File: config.mk
export PLATFORM = sky130hd
export DESIGN_NAME = mips_load_store_unit
export DESIGN_NICKNAME = d
export VERILOG_FILES = /design/src/rtl/mips_lsu_pkg.sv /design/src/rtl/mips_load_extend.sv /design/src/rtl/mips_load_store_unit.sv
export SDC_FILE = /design/constraint.sdc
export NUM_CORES = 1
export LEC_CHECK = 0
export CAP_MARGIN = 10
export CORE_ASPECT_RATIO = 1.75
export CORE_MARGIN = 4
export CORE_UTILIZATION = 42
export DETAILED_ROUTE_END_ITERATION = 8
export PLACE_DENSITY_LB_ADDON = 0.25
export SLEW_MARGIN = 20
export SYNTH_ARGS = -nofsm -noshare
export SYNTH_HDL_FRONTEND = slang
export SYNTH_SLANG_ARGS = --single-unit
File: constraint.sdc
create_clock -name clk -period 5.55 [get_ports clk]
set_clock_uncertainty 0.15 [all_clocks]
set_input_delay 1.11 -clock clk [delete_from_list [all_inputs] [get_ports clk]]
set_output_delay 1.11 -clock clk [all_outputs]
set_load 0.02 [all_outputs]
File: src/rtl/mips_lsu_pkg.sv
// Shared types and constants for the MIPS load/store unit.
// Alignment rules used when MIPS_LSU_ALIGN_CHECK_EN is defined.
package mips_lsu_pkg;

    localparam logic [1:0] SIZE_WORD = 2'b00;
    localparam logic [1:0] SIZE_HALF = 2'b01;
    localparam logic [1:0] SIZE_BYTE = 2'b10;
    localparam logic [1:0] SIZE_RSVD = 2'b11;

    localparam int CNT_W = 4;

    typedef enum logic [1:0] {
        ST_IDLE   = 2'b00,
        ST_ACCESS = 2'b01,
        ST_RESP   = 2'b10
    } lsu_state_e;

    function automatic logic misaligned(
        input logic [1:0] size,
        input logic [1:0] addr_lo
    );
        logic bad;
        bad = 1'b0;
        case (size)
            SIZE_HALF: bad = addr_lo[0];
            SIZE_WORD: bad = (addr_lo != 2'b00);
            default:   bad = 1'b0;
        endcase
        return bad;
    endfunction

endpackage

File: src/rtl/mips_load_extend.sv
// Narrows right-justified memory read data and sign/zero-extends it.
module mips_load_extend
    import mips_lsu_pkg::*;
(
    input  logic [1:0]  size_i,
    input  logic        unsigned_i,
    input  logic [31:0] data_i,
    output logic [31:0] data_o
);

    logic sb;
    logic sh;

    assign sb = ~unsigned_i & data_i[7];
    assign sh = ~unsigned_i & data_i[15];

    always_comb begin
        data_o = data_i;
        case (size_i)
            SIZE_BYTE: data_o = {{24{sb}}, data_i[7:0]};
            SIZE_HALF: data_o = {{16{sh}}, data_i[15:0]};
            default:   data_o = data_i;
        endcase
    end

endmodule

File: src/rtl/mips_load_store_unit.sv
// Data-memory initiator: one load/store at a time, fixed access time.
// Define MIPS_LSU_ALIGN_CHECK_EN to reject misaligned half/word requests.
module mips_load_store_unit
    import mips_lsu_pkg::*;
#(
    parameter int MEM_LATENCY = 1
) (
    input  logic        clk,
    input  logic        rst,
    input  logic        req_valid,
    output logic        req_ready,
    input  logic        req_write,
    input  logic [1:0]  req_size,
    input  logic        req_unsigned,
    input  logic [31:0] req_addr,
    input  logic [31:0] req_wdata,
    output logic        resp_valid,
    input  logic        resp_ready,
    output logic [31:0] resp_rdata,
    output logic        resp_error,
    output logic [31:0] address,
    output logic [31:0] write_data,
    output logic [1:0]  signal_store_control,
    output logic        signal_mem_read,
    output logic        signal_mem_write,
    input  logic [31:0] read_data
);

    localparam logic [CNT_W-1:0] CNT_INIT =
        CNT_W'(MEM_LATENCY - 1);

    lsu_state_e        state_q;
    logic [CNT_W-1:0]  cnt_q;
    logic              write_q;
    logic [1:0]        size_q;
    logic              uns_q;
    logic [31:0]       address_q;
    logic [31:0]       wdata_q;
    logic [1:0]        sc_q;
    logic              rd_q;
    logic              wr_q;
    logic              rvalid_q;
    logic [31:0]       rdata_q;
    logic              rerr_q;

    logic              illegal_d;
    logic [31:0]       ext_d;

`ifdef MIPS_LSU_ALIGN_CHECK_EN
    assign illegal_d = (req_size == SIZE_RSVD) ||
                       misaligned(req_size, req_addr[1:0]);
`else
    assign illegal_d = (req_size == SIZE_RSVD);
`endif

    mips_load_extend u_ext (
        .size_i     (size_q),
        .unsigned_i (uns_q),
        .data_i     (read_data),
        .data_o     (ext_d)
    );

    // Strobes and response flags are registers, so the async
    // reset drops them immediately mid-transaction.
    always_ff @(posedge clk or posedge rst) begin
        if (rst) begin
            state_q   <= ST_IDLE;
            cnt_q     <= '0;
            write_q   <= 1'b0;
            size_q    <= SIZE_WORD;
            uns_q     <= 1'b0;
            address_q <= '0;
            wdata_q   <= '0;
            sc_q      <= '0;
            rd_q      <= 1'b0;
            wr_q      <= 1'b0;
            rvalid_q  <= 1'b0;
            rdata_q   <= '0;
            rerr_q    <= 1'b0;
        end else begin
            case (state_q)
                ST_IDLE: begin
                    if (req_valid) begin
                        write_q <= req_write;
                        size_q  <= req_size;
                        uns_q   <= req_unsigned;
                        if (illegal_d) begin
                            state_q  <= ST_RESP;
                            rvalid_q <= 1'b1;
                            rerr_q   <= 1'b1;
                            rdata_q  <= '0;
                        end else begin
                            state_q   <= ST_ACCESS;
                            cnt_q     <= CNT_INIT;
                            address_q <= req_addr;
                            wdata_q   <= req_wdata;
                            sc_q      <= req_size;
                            rd_q      <= ~req_write;
                            wr_q      <= req_write;
                        end
                    end
                end
                ST_ACCESS: begin
                    if (cnt_q == '0) begin
                        rd_q     <= 1'b0;
                        wr_q     <= 1'b0;
                        rvalid_q <= 1'b1;
                        rerr_q   <= 1'b0;
                        rdata_q  <= write_q ? '0 : ext_d;
                        state_q  <= ST_RESP;
                    end else begin
                        cnt_q <= cnt_q - 1'b1;
                    end
                end
                ST_RESP: begin
                    if (resp_ready) begin
                        state_q  <= ST_IDLE;
                        rvalid_q <= 1'b0;
                        rdata_q  <= '0;
                        rerr_q   <= 1'b0;
                    end
                end
                default: state_q <= ST_IDLE;
            endcase
        end
    end

    assign req_ready            = (state_q == ST_IDLE);
    assign resp_valid           = rvalid_q;
    assign resp_rdata           = rdata_q;
    assign resp_error           = rerr_q;
    assign address              = address_q;
    assign write_data           = wdata_q;
    assign signal_store_control = sc_q;
    assign signal_mem_read      = rd_q;
    assign signal_mem_write     = wr_q;

endmodule

==> out/metrics.sh, run 1 <==
CRITPATHREQUIREDTIME_NS=5.62
ROUTE.MET3.WL_UM=1040
CTS_BUFFERS=9
CELLS_AFTER_SYNTHESIS=501
VIAS_IN_THE_FIRST_GLOBAL_ROUTE=4255
YOSYSSEQAREASHARE_PCT=59.1
SYNTHESIS.AREA_SQ_UM=4740
SYNTH_TOP_CELLS_BY_AREA='sky130_fd_sc_hd__dfrtp_1 (59%), sky130_fd_sc_hd__nand2_1 (17%), sky130_fd_sc_hd__mux2i_1 (5.3%)'
GRTUSAGETOTAL_PCT=19.7
TIGHTESTPINTRANSITION_NS=1.04
ROUTE.DETAILED.DRC=0
TIMING_WORST_SETUP_PATH_TYPE='input pin to flip-flop'
LAYOUT.FILLER_CELLS=912
DR.MAX_LAYER_USED='met4'
TRITONCTS_CLOCK_TREE='done'
POSTSYNTH.ASYNCRESETSHARE_PCT=100
CTS_SETUP_BUFFERS=0
REL_SLEW_SLACK_PCT=30.3
WORSTSETUPSTARTPOINTTYPE='input pin'
FINAL_LAYOUT_SIZE_SUFFIX_GT1_SHARE_PCT=5.56
AREA_GROWTH_SYN_TO_LAYOUT_PCT=52.4
POST_DRT_WL_PER_CELL_UM=15.6
FIRSTDRTPASSITERS=4
FINAL_NETS=808
OVERFLOW=0
YS.FLOP_TYPE='sky130_fd_sc_hd__dfrtp_1'
MIN_PATH_TYPE='flip-flop to flip-flop'
CRITICAL_PATH_ARRIVAL_NS=3.77
DRT-VIAS-PER-INSTANCE=4.87
MET2_WIRELENGTH_UM=6730
SYNTH_WARNINGS=0
SYNTH_CELL_TYPE_COUNT=35
CHIPWIDTH_UM=88.3
CLOCK_LATENCY_NS=0.34
FIN_CRIT_NS=3.70
PLACE.GP.CONGESTION=0.811
DRTANTENNAVIOLNETS=0
STARTING_DRC_COUNT_IN_DETAILED_ROUTING=132
FINALWIRELENGTH_UM=13000
PLACEABLECOREAREA_SQ_UM=11100
SYN-NUM-NETS=612
MAX-CLOCK-PATH-BUFFERS=2
MAXCAPVIOLATIONS=0
CRITICAL_PATH_PEAK_FANOUT=34
STATIC-LEAKAGE-POWER_nW=3.45
MULTIINPUTGATEAREA_SQ_UM=1720
HPWLAFTERDP_UM=9710
POWER.IR.VDD_WORST_mV=0.364
REGAREA_SQ_UM=2800
POWERDENSITY_nW_PER_UM2=559
ROUTE.LAYER.MET1.WL_UM=4930
TNS_NS=0
FLOORPLAN_DIE_HEIGHT_UM=149
END_KIND='flip-flop'
CTSHOLDBUFFERS=0
SLEW_VIOLATIONS=0
DR_TOTAL_VIAS=4065
SYNTHESIS.AREA_PER_INSTANCE_SQ_UM=9.46
FINALHOLDVIOLCOUNT=0
PLACE.PORT_BUFFERS=206
POST-LAYOUT-TOTAL-POWER_W=0.00404
INSERTEDDIODECOUNT=0
RSZ0062_AT_GRT='false'
PLACEMENT_ROWS=51
MIN_PERIOD_OVER_PERIOD_PCT=66.6
FMAX_MHz=270
HTREE_LEVELS=3
CLKTRANSATPATHREGS_NS=0.07
RUN_STATUS='finished, final reports clean'
MAXIMUM_NUMBER_OF_PINS_ON_ONE_NET_BEFORE_GLOBAL_ROUTE_REPAIR=79
SYNTH-EDFF-COUNT=0
POSTCTSRESIZEDCELLS=0
ANTENNA_FOUND_INITIAL=0
SYNTH.FF_LATCH_COUNT=112
FP.DIEAREA_SQ_UM=13100
DESIGN.PORTCOUNT=207
CLOCK_TREE_SINKS=112
CTS-ROOT-BUF='sky130_fd_sc_hd__clkbuf_16'
GRT_FIRST_PASS_WIRELENGTH_UM=20400
INITIAL_CORE_UTIL_PCT=42.7
NETLIST.TOP_CELL.BY_AREA='sky130_fd_sc_hd__dfrtp_1'
SYNTH_TOP_AREA_SHARE_PCT=59.1
REPORT.FINAL.SETUP_VIOL=0
synth_stat cells, types with 3 or more instances:
cell	number
sky130_fd_sc_hd__clkbuf_1	19
sky130_fd_sc_hd__ha_1	7
sky130_fd_sc_hd__mux2i_1	25
sky130_fd_sc_hd__a22oi_1	3
sky130_fd_sc_hd__nand2_1	212
sky130_fd_sc_hd__mux2_4	4
sky130_fd_sc_hd__mux2_2	8
sky130_fd_sc_hd__nand3_1	4
sky130_fd_sc_hd__a21oi_1	28
sky130_fd_sc_hd__dfrtp_1	112
sky130_fd_sc_hd__buf_1	3
sky130_fd_sc_hd__inv_1	37
sky130_fd_sc_hd__nor2_1	8
sky130_fd_sc_hd__a22o_1	3
worst paths after layout:
check,cells after the start,end,from,slack [ns]
setup / recovery,5,resp_rdata[14],req_valid,1.85
hold / removal,2,address[12],address[12],0.32
setup reg to reg,6,resp_rdata[14],cnt_q[0],2.15
hold reg to reg,2,address[12],address[12],0.32
max in group asynchronous,3,write_data[8],rst,3.02
min in group asynchronous,2,write_data[30],rst,1.17
metrics by stage:
stage	cells	instance area (sq um)	utilization [%]	setup WS [ns]	hold slack, ns
after floorplan	501	4740	-	1.33	0.337
after global placement	818	6920	62.4	1.66	0.308
after detailed placement	818	6920	62.4	1.51	0.311
after CTS	834	7230	65.1	1.89	0.330
after global routing	834	7230	65.1	1.64	0.348
final	834	7230	65.1	1.85	0.325
power breakdown:
part           total [W]  switching (W)  internal, W
combinational    0.00204        0.00111     0.000929
sequential       0.00135       0.000193      0.00115
clock           0.000657       0.000302     0.000355
critical path, cell delays in order:
cell and delay, ns:
sky130_fd_sc_hd__clkdlybuf4s50_1 0.57, sky130_fd_sc_hd__inv_1 0.06, sky130_fd_sc_hd__a222oi_1 0.67, sky130_fd_sc_hd__nand2_2 0.81, sky130_fd_sc_hd__mux2_2 0.53
area by class of cell:
cell class	count	share of cell area (%)
inverter	37	1.96
clock inverter	7	1.09
multi-input combinational	327	23.8
timing repair buffer	210	28.9
clock buffer	9	3.12
tap	132	2.29
sequential	112	38.8
state kept, by name, indices dropped and copies added (netlist names):
| signal | count |
|---|---|
| resp_error | 1 |
| signal_mem_read | 1 |
| signal_store_control | 2 |
| cnt_q | 4 |
| write_data | 32 |
| resp_rdata | 32 |
| size_q | 2 |
| uns_q | 1 |
| address | 32 |
| write_q | 1 |
| resp_valid | 1 |
| state_q | 2 |
| signal_mem_write | 1 |
cells by family after synthesis:
group / after synthesis / synth area share, %
DFF: 112 / 59.1
AOI/OAI and AO/OA: 47 / 6.04
adders and majority gates: 7 / 1.85
muxes: 37 / 8.45
and+or+nand+nor: 236 / 19.5
buffers and inverters: 62 / 5.04
metal layers:
| metal | up-vias | global-route usage [%] |
|---|---|---|
| li1 | 1968 | - |
| met1 | 1937 | 22.6 |
| met2 | 144 | 34.6 |
| met3 | 16 | 5.32 |
| met4 | 0 | 6.66 |
| met5 | - | 0 |
cells in the final DEF, fill, tap and decap left out, types with 7 or more instances in the layout:
master                            Yosys  layout
sky130_fd_sc_hd__nand2_1            212     212
sky130_fd_sc_hd__clkdlybuf4s50_1      0     206
sky130_fd_sc_hd__dfrtp_1            112     112
sky130_fd_sc_hd__inv_1               37      36
sky130_fd_sc_hd__a21oi_1             28      27
sky130_fd_sc_hd__mux2i_1             25      25
sky130_fd_sc_hd__clkbuf_16            0       9
sky130_fd_sc_hd__nor2_1               8       8
sky130_fd_sc_hd__mux2_2               8       8
sky130_fd_sc_hd__ha_1                 7       7
Power figures use the tool's default switching activity.
==> inputs of run 2 (changes only) <==
CORE_UTILIZATION = 38   (was 42)
clock period = 3.3 ns   (was 5.55 ns; I/O delays follow)
==> out/metrics.sh, run 2 (synthesis gave the netlist of run 1 again) <==
CTS-ROOT-BUF='sky130_fd_sc_hd__clkbuf_16'
FIRSTDRTPASSITERS=6
CRITICAL_PATH_PEAK_FANOUT=10
MAX-CLOCK-PATH-BUFFERS=2
CTSHOLDBUFFERS=0
DRTANTENNAVIOLNETS=0
FP.DIEAREA_SQ_UM=14400
OVERFLOW=0
MAXCAPVIOLATIONS=0
PLACE.PORT_BUFFERS=206
MOSTFREQUENTLAYOUTCELL='sky130_fd_sc_hd__nand2_1'
HTREE_LEVELS=3
CRITPATHREQUIREDTIME_NS=2.49
CRITICAL_PATH_ARRIVAL_NS=1.94
RUN_STATUS='finished, final reports clean'
PLACEABLECOREAREA_SQ_UM=12100
TRITONCTS_CLOCK_TREE='done'
INITIAL_CORE_UTIL_PCT=39.1
REPORT.FINAL.SETUP_VIOL=0
AREA_GROWTH_SYN_TO_LAYOUT_PCT=54.9
VIAS_IN_THE_FIRST_GLOBAL_ROUTE=4255
FLOORPLAN_DIE_HEIGHT_UM=156
PLACEMENT_ROWS=53
END_KIND='output pin'
FINALHOLDVIOLCOUNT=0
CHIPWIDTH_UM=92.4
MOST-COMMON-LAYOUT-CELLS='sky130_fd_sc_hd__nand2_1 (212), sky130_fd_sc_hd__clkdlybuf4s50_1 (206), sky130_fd_sc_hd__dfrtp_1 (112), sky130_fd_sc_hd__inv_1 (36), sky130_fd_sc_hd__a21oi_1 (27)'
INSERTEDDIODECOUNT=0
TIMING_WORST_SETUP_PATH_TYPE='flip-flop to output pin'
CLOCK_TREE_SINKS=112
POSTCTSRESIZEDCELLS=0
POST-PLACE-WS_NS=0.551
CLOCK_LATENCY_NS=0.34
RSZ0062_AT_GRT='false'
CTS_BUFFERS=9
CLKTRANSATPATHREGS_NS=0.07
MULTIINPUTGATEAREA_SQ_UM=1720
POST_DRT_WL_PER_CELL_UM=15.2
GRT_MOST_USED_LAYER='met2'
HPWLAFTERDP_UM=10200
DESIGN.PORTCOUNT=207
POST-PLACE-CELLS=857
PLACE.GP.CONGESTION=0.823
REGAREA_SQ_UM=2800
GR-USAGE-MET3_PCT=4.78
GRT_FIRST_PASS_WIRELENGTH_UM=21300
MIN_PATH_TYPE='flip-flop to flip-flop'
POWERDENSITY_nW_PER_UM2=922
ANTENNA_FOUND_INITIAL=0
STARTING_DRC_COUNT_IN_DETAILED_ROUTING=134
GRTUSAGETOTAL_PCT=18.6
FINALWIRELENGTH_UM=13300
CTS_SETUP_BUFFERS=0
MIN_PERIOD_OVER_PERIOD_PCT=83.2
GR-USAGE-MET1_PCT=20.6
STATIC-LEAKAGE-POWER_nW=3.49
FINAL_LAYOUT_SIZE_SUFFIX_GT1_SHARE_PCT=6.22
ROUTE.DETAILED.DRC=0
FIN_CRIT_NS=2.75
LAYOUT.FILLER_CELLS=1051
TNS_NS=0
REL_SLEW_SLACK_PCT=44.9
SLEW_VIOLATIONS=0
DR_TOTAL_VIAS=4023
SETUP_SLACK_NS=0.555
POST-LAYOUT-TOTAL-POWER_W=0.00677
FINAL_NETS=814
GLOBALROUTEMET2UTIL_PCT=34.0
WORST_HOLD_SLACK_NS=0.323
DRT-VIAS-PER-INSTANCE=4.61
WORSTSETUPSTARTPOINTTYPE='flip-flop'
FMAX_MHz=364
FINAL-INSTANCE-COUNT-EXCL-FILL=872
POWER.IR.VDD_WORST_mV=0.477
TIGHTESTPINTRANSITION_NS=0.825
MAXIMUM_NUMBER_OF_PINS_ON_ONE_NET_BEFORE_GLOBAL_ROUTE_REPAIR=46
[run 2: layout make-up]
| type | count | share of cell area [%] |
|---|---|---|
| sequential | 112 | 38.2 |
| inverter | 37 | 1.94 |
| clock buffer | 9 | 3.07 |
| clock inverter | 6 | 0.596 |
| multi-input combinational | 327 | 23.4 |
| tap | 165 | 2.81 |
| timing repair buffer | 216 | 30.0 |
[run 2: path summary, 6_finish.rpt]
| kind | from | end | slack (ns) | depth (start not counted) |
|---|---|---|---|---|
| min in group asynchronous | rst | address[17] | 0.67 | 2 |
| max | state_q[1] | req_ready | 0.55 | 3 |
| max in group asynchronous | rst | write_data[17] | 1.66 | 3 |
| max reg2reg | state_q[1] | resp_rdata[19] | 0.73 | 7 |
| min reg2reg | write_data[8] | write_data[8] | 0.32 | 2 |
| min | write_data[8] | write_data[8] | 0.32 | 2 |
[run 2: stage by stage]
step / util [%] / area [sq um]
6_report: 60.5 / 7340
5_1_grt: 60.5 / 7340
4_1_cts: 60.5 / 7340
3_5_place_dp: 58.3 / 7070
3_3_place_gp: 58.3 / 7070
2_1_floorplan: - / 4740
[run 2: metal layers]
metal	up-vias	routed length, um
met3	14	876
met2	130	7190
met1	1907	4960
met4	0	260
met5	-	0
li1	1972	-
[run 2: power breakdown]
group	switching (W)	internal, W
Clock	0.000494	0.000514
Combinational	0.00188	0.00162
Sequential	0.000326	0.00194
Total	0.00270	0.00408
[run 2: worst max-delay path, stage by stage, from the launching register on]
cell and delay (ns):
sky130_fd_sc_hd__dfrtp_1 0.42, sky130_fd_sc_hd__inv_1 0.11, sky130_fd_sc_hd__ha_1 0.38, sky130_fd_sc_hd__clkdlybuf4s50_1 0.68
